### config.mk
export PLATFORM = sky130hd
export DESIGN_NAME = seg7_scan_ctrl_flat
export DESIGN_NICKNAME = d
export VERILOG_FILES = /design/src/rtl/seg7_scan_ctrl_if.sv /design/src/rtl/seg7_scan_ctrl.sv /design/src/flat_wrapper.sv
export SDC_FILE = /design/constraint.sdc
export NUM_CORES = 1
export LEC_CHECK = 0
export CAP_MARGIN = 20
export CELL_PAD_IN_SITES_DETAIL_PLACEMENT = 0
export CELL_PAD_IN_SITES_GLOBAL_PLACEMENT = 2
export CORE_ASPECT_RATIO = 2
export CORE_MARGIN = 1
export CORE_UTILIZATION = 31
export CTS_CLUSTER_SIZE = 8
export DETAILED_ROUTE_END_ITERATION = 10
export PLACE_DENSITY_LB_ADDON = 0.1
export RECOVER_POWER = 25
export SYNTH_ARGS = -nofsm -noshare
export SYNTH_HDL_FRONTEND = slang
export SYNTH_SLANG_ARGS = --single-unit
### constraint.sdc
create_clock -name clk -period 2.5 [get_ports clk]
set_input_delay 0.25 -clock clk [delete_from_list [all_inputs] [get_ports clk]]
set_output_delay 0.25 -clock clk [all_outputs]
set_load 0.03 [all_outputs]
### src/rtl/seg7_scan_ctrl_if.sv
// ----------------------------------------------------------------------------
// seg7_scan_ctrl_if
// Bus bundle between the CPU-side value source and the seven-segment scan
// controller.
//   i_data       32  hex value to show, nibble k -> digit k (digit 0 rightmost)
//   i_dp          8  decimal point per digit, 1 = lit
//   i_we          1  one-cycle strobe capturing i_data/i_dp into pending regs
//   o_seg         8  active-low segments {dp,g,f,e,d,c,b,a}
//   o_sel         8  active-low digit enables, one-hot-low while scanning
//   o_frame_sync  1  one-cycle pulse when pending is committed to the frame
// Modports: master = value source, slave = scan controller.
// ----------------------------------------------------------------------------
interface seg7_scan_ctrl_if;
    logic [31:0] i_data;
    logic [7:0]  i_dp;
    logic        i_we;
    logic [7:0]  o_seg;
    logic [7:0]  o_sel;
    logic        o_frame_sync;

    modport master (
        output i_data, i_dp, i_we,
        input  o_seg, o_sel, o_frame_sync
    );

    modport slave (
        input  i_data, i_dp, i_we,
        output o_seg, o_sel, o_frame_sync
    );
endinterface

### src/rtl/seg7_scan_ctrl.sv
// ----------------------------------------------------------------------------
// seg7_scan_ctrl
// Scan scheduler for an 8-digit multiplexed seven-segment display. Each digit
// is enabled for SCAN_DIV clocks in turn (digit 0 first). Values written via
// i_we land in pending registers and are copied to the displayed frame only at
// the end of digit 7, so a frame never mixes old and new data.
//
// Ports:
//   clk  in  system clock, all logic on posedge
//   rst  in  synchronous reset, active-high
//   bus  seg7_scan_ctrl_if.slave (i_data, i_dp, i_we in; o_seg, o_sel,
//        o_frame_sync out, all outputs registered)
//
// Parameters:
//   SCAN_DIV  clocks per digit, >= 2
//   CNT_W     prescaler width, 2**CNT_W >= SCAN_DIV
//
// Optional feature macro: SEG7_LZB_EN
//   Defined   -> leading-zero blanking: digits above the highest nonzero
//                nibble of the committed frame are dark unless their dp is lit.
//   Undefined -> every digit is always decoded.
// ----------------------------------------------------------------------------
module seg7_scan_ctrl #(
    parameter int SCAN_DIV = 100000,
    parameter int CNT_W    = 17
) (
    input  logic              clk,
    input  logic              rst,
    seg7_scan_ctrl_if.slave   bus
);

    localparam logic [CNT_W-1:0] CNT_LAST = CNT_W'(SCAN_DIV - 1);

    // Hex digit to active-high segments, bit order gfedcba.
    function automatic logic [6:0] hex7(input logic [3:0] nib);
        logic [6:0] seg;
        case (nib)
            4'h0: seg = 7'h3F;
            4'h1: seg = 7'h06;
            4'h2: seg = 7'h5B;
            4'h3: seg = 7'h4F;
            4'h4: seg = 7'h66;
            4'h5: seg = 7'h6D;
            4'h6: seg = 7'h7D;
            4'h7: seg = 7'h07;
            4'h8: seg = 7'h7F;
            4'h9: seg = 7'h6F;
            4'hA: seg = 7'h77;
            4'hB: seg = 7'h7C;
            4'hC: seg = 7'h39;
            4'hD: seg = 7'h5E;
            4'hE: seg = 7'h79;
            default: seg = 7'h71;
        endcase
        return seg;
    endfunction

`ifdef SEG7_LZB_EN
    // Index of the highest nonzero nibble; 0 when the whole value is zero.
    function automatic logic [2:0] msd_of(input logic [31:0] val);
        logic [2:0] msd;
        msd = 3'd0;
        for (int i = 0; i < 8; i++) begin
            if (val[4*i +: 4] != 4'h0) begin
                msd = 3'(i);
            end
        end
        return msd;
    endfunction
`endif

    logic [CNT_W-1:0] cnt_q, cnt_d;
    logic [2:0]       idx_q, idx_d;
    logic [31:0]      pending_q, pending_d;
    logic [7:0]       pending_dp_q, pending_dp_d;
    logic [31:0]      frame_q, frame_d;
    logic [7:0]       frame_dp_q, frame_dp_d;
    logic [7:0]       sel_q, sel_d;
    logic [7:0]       seg_q, seg_d;
    logic             sync_q, sync_d;
`ifdef SEG7_LZB_EN
    logic [2:0]       msd_q, msd_d;
`endif

    logic             tick;
    logic             commit;
    logic [3:0]       nibble;

    always_comb begin
        tick   = (cnt_q == CNT_LAST);
        commit = tick && (idx_q == 3'd7);

        cnt_d = tick ? '0 : cnt_q + 1'b1;
        idx_d = tick ? idx_q + 3'd1 : idx_q;

        // On a commit edge the frame takes the pre-edge pending value, so a
        // write landing on that same edge only shows up one frame later.
        frame_d    = commit ? pending_q    : frame_q;
        frame_dp_d = commit ? pending_dp_q : frame_dp_q;
        sync_d     = commit;

        pending_d    = bus.i_we ? bus.i_data : pending_q;
        pending_dp_d = bus.i_we ? bus.i_dp   : pending_dp_q;

        nibble = frame_q[{idx_q, 2'b00} +: 4];
        sel_d  = ~(8'b1 << idx_q);
        seg_d  = {~frame_dp_q[idx_q], ~hex7(nibble)};

`ifdef SEG7_LZB_EN
        msd_d = commit ? msd_of(pending_q) : msd_q;
        // msd is never below 0, so digit 0 can never satisfy idx > msd.
        if ((idx_q > msd_q) && !frame_dp_q[idx_q]) begin
            seg_d = 8'hFF;
        end
`endif
    end

    always_ff @(posedge clk) begin
        if (rst) begin
            cnt_q        <= '0;
            idx_q        <= 3'd0;
            pending_q    <= 32'd0;
            pending_dp_q <= 8'd0;
            frame_q      <= 32'd0;
            frame_dp_q   <= 8'd0;
            sel_q        <= 8'hFF;
            seg_q        <= 8'hFF;
            sync_q       <= 1'b0;
`ifdef SEG7_LZB_EN
            msd_q        <= 3'd0;
`endif
        end else begin
            cnt_q        <= cnt_d;
            idx_q        <= idx_d;
            pending_q    <= pending_d;
            pending_dp_q <= pending_dp_d;
            frame_q      <= frame_d;
            frame_dp_q   <= frame_dp_d;
            sel_q        <= sel_d;
            seg_q        <= seg_d;
            sync_q       <= sync_d;
`ifdef SEG7_LZB_EN
            msd_q        <= msd_d;
`endif
        end
    end

    assign bus.o_sel        = sel_q;
    assign bus.o_seg        = seg_q;
    assign bus.o_frame_sync = sync_q;

endmodule

### src/flat_wrapper.sv
// flat-port wrapper written by rule: the top's interface ports become plain ports
module seg7_scan_ctrl_flat 
#(
    parameter int SCAN_DIV = 100000,
    parameter int CNT_W    = 17
)
  (clk, rst, bus_i_data, bus_i_dp, bus_i_we, bus_o_seg, bus_o_sel, bus_o_frame_sync);
  seg7_scan_ctrl_if bus_i ();
  input  logic clk;
  input  logic rst;
  input wire logic [$bits(bus_i.i_data)-1:0] bus_i_data;
  input wire logic [$bits(bus_i.i_dp)-1:0] bus_i_dp;
  input wire logic [$bits(bus_i.i_we)-1:0] bus_i_we;
  output wire logic [$bits(bus_i.o_seg)-1:0] bus_o_seg;
  output wire logic [$bits(bus_i.o_sel)-1:0] bus_o_sel;
  output wire logic [$bits(bus_i.o_frame_sync)-1:0] bus_o_frame_sync;
  assign bus_i.i_data = bus_i_data;
  assign bus_i.i_dp = bus_i_dp;
  assign bus_i.i_we = bus_i_we;
  assign bus_o_seg = bus_i.o_seg;
  assign bus_o_sel = bus_i.o_sel;
  assign bus_o_frame_sync = bus_i.o_frame_sync;
  seg7_scan_ctrl #(.SCAN_DIV(SCAN_DIV), .CNT_W(CNT_W)) u_core (.clk(clk), .rst(rst), .bus(bus_i));
endmodule
==> results.md <==
* Routability cong. at 0.8156
* Synth-to-layout area growth at 29.16%
* CP Max Fanout at 14
* Area leader, netlist: dfxtp_1
* Avg Cell Area, Syn at 9.505 sq um
* Number of detailed-route iterations in the first pass at 4
* Setup WS pre-CTS at 0.2528 ns
* CTS max path bufs at 2
* Critical path capture point type: flop
* Final hold viol count at 0
* Least-Margin Pin Slew at approximately 1.4 ns
* Fillers at ~1600
* Seq cells post-synth at 117
* CTS tree: yes
* Port Buffers at 59
* Number of top-level pins at 60
* Setup WS post-layout at 0.2516 ns
* Leak at 0.002373 uW
* Largest net degree at the start of global routing at 94
* PwrDens at 764.5 nW/um^2
* Setup tns final at 0 ns
* Die X-Extent at roughly 90 microns
* Number of flops mapped to enable cells by yosys at 0
* Post-synth ARST share at 0
* First-pass GRT wire length at 19430 microns
* Antenna-violating nets left at 0
* Crit-path cells: buf_4 -> mux4_2 -> mux2_2 -> ha_1 -> a2111oi_2 -> a21o_1 -> a211oi_2
* Fin crit share at 0.8994
* Routed length per instance at 15.12 microns
* Period minus WS final at around 2.2 ns
* Worst-path clk slew at about 0.050 ns
* Total number of vias at 3590
* Status: completed
* Initial Utilization at 0.3161
* Critical path arrival at 2.53 ns
* Setup Viol. Count Final at 0
* Required @ worst endpoint at around 2.8 ns
* DIE HEIGHT at 178.2 microns
* Crit Path Category: reg2reg
* GR Util All Layers at 0.1575
* Post-CTS Hold Fix Bufs at 0
* Max incr delay on CP at around 0.40 ns
* Cell Area, Synth at 4810 sq um
* Synth Warn # at 0
* CTS Buf Count at 17
* Worst min-delay path category: in2reg
* CTS sink cnt at 117
* Max Slew Vio Count at 0
* Final core occ at 0.4083
* Nets at ~620
* Cells after Synth at 506
* Clock skew at 0.01006 ns
* Post-CTS Repair Setup Buffers at 0
* Initial drt markers at 92
* Die Area at roughly 16000 sq um
* Max VDD drop at 0.4174 mV
* CP Launch Type: flop
* Rel. slew slack at 0.09615
* Post-synth top area share at 0.4870
* Synth cell types at 50
* Post-CTS Resized at 0
* Fraction of layout cells with a size suffix above 1 at 0.1263
* ANT cells at 0
* Sequential area share after synthesis at 0.4870
* Syn_nets at 562
* Initial antenna violation count at 0
* Worst-Skew Late Latency at 0.41 ns
* DR vias/cell at 4.626
* Final HPWL DP at 8233 microns
* Max stage delay cell, worst path: dfxtp_1
* Global route overflow at 0
* Max cap viols at 0
* DRT Wirelength at 11740 microns
* Row count at 64
* Fmax at 444.8 MHz
* Most common flop cell mapped by yosys: dfxtp_1
* # DRC at 0
* Root buffer cell: clkbuf_16
* Synth area leaders: dfxtp_1 (49%), mux2i_1 (9.6%), nand2_1 (8.0%)
* H-tree levels at 4
* Core Area at 15210 sq um
* Vias in the first global route at 3711
* RSZ-0062 raised after global routing: false
## worst max-delay path, delay by kind of cell (launching register included)
| kind | cells | cell delay [ns] |
|---|---|---|
| multiplexers | 2 | 0.69 |
| adder cells (fa/ha/maj) | 1 | 0.27 |
| buffers and inverters | 1 | 0.25 |
| flip-flops | 1 | 0.40 |
| AO/OA/AOI/OAI | 3 | 0.53 |
## power by group
| group | internal, uW | leakage [uW] | switching [uW] |
|---|---|---|---|
| clock | 1720 | 0.000306 | 874 |
| combinational | 118 | 0.00111 | 96.0 |
| sequential | 1910 | 0.000954 | 25.7 |
## cell usage in the layout (no fill, tap or decap), drive strengths merged, types with 4 or more instances in the layout
master	n
a21oi	43
buf	10
bufinv	4
clkbuf	21
clkdlybuf4s50	57
clkinv	5
dfxtp	117
ha	13
inv	11
mux2i	48
mux4	8
nand2	104
nand3	9
nor2	73
xnor2	7
xor2	9
## per-stage QoR
stage	instances	area [sq um]	hold WS (ns)	power (uW)
2_1_floorplan	506	4810	0.3972	2090
3_3_place_gp	744	5594	0.4267	2197
3_5_place_dp	744	5594	0.4390	2200
4_1_cts	776	6227	0.2301	4814
5_1_grt	776	6212	0.2831	4926
6_report	776	6212	0.2302	4749
## sequential cells by signal, summed over array words and instances, names as in the netlist
name and count:
u_core.bus.o_frame_sync 1, u_core.frame_q 32, u_core.frame_dp_q 8, u_core.cnt_q 17, u_core.idx_q 3, u_core.pending_dp_q 8
u_core.bus.o_sel 8, u_core.pending_q 32, u_core.bus.o_seg 8
## layout make-up
type	count	area (sq um)	share of cell area
timing repair buffer	68	670.6	0.1080
inverter	10	37.54	0.006042
clock inverter	12	176.4	0.02840
tap	198	247.7	0.03988
multi-input combinational	351	2281	0.3672
clock buffer	20	456.7	0.07351
sequential	117	2342	0.3770
## logic make-up (layout without fill, tap and decap cells)
family,count (synthesis),count (layout),share of synthesized area
and+or+nand+nor,206,206,0.1831
DFF,117,117,0.4870
muxes,59,59,0.1504
AOI/OAI and AO/OA,57,57,0.07778
buffers and inverters,38,110,0.03876
xor gates and xnor gates,16,16,0.02914
adders and majority gates,13,13,0.03382
## synthesized netlist by cell type (2+ instances only)
library cell  number
a21oi_1           42
and3_1             3
buf_2              2
buf_4              5
buf_6              3
clkbuf_1          18
dfxtp_1          117
ha_1              13
inv_1              7
inv_2              3
mux2_2             2
mux2i_1           46
mux2i_4            2
mux4_2             8
nand2_1          103
nand3_1            9
nand4_1            2
nor2_1            72
nor3_1             3
nor4_2             2
xnor2_1            7
xor2_1             9
## worst paths after layout
kind / start / end / slack, ns / cells after the start
max: u_core.idx_q[1] / u_core.bus.o_seg[0] / 0.25 / 7
min: rst / u_core.bus.o_seg[7] / 0.23 / 3
max reg2reg: u_core.idx_q[1] / u_core.bus.o_seg[0] / 0.25 / 7
min reg2reg: u_core.frame_q[26] / u_core.frame_q[26] / 0.45 / 2
## layer usage
layer,vias up,share of wire,global-route usage
met5,-,0,0
li1,1817,-,-
met4,0,0.026,0.08266
met3,16,0.027,0.03325
met1,1695,0.39,0.1612
met2,62,0.56,0.2968
(Power assumes the default switching activity.)
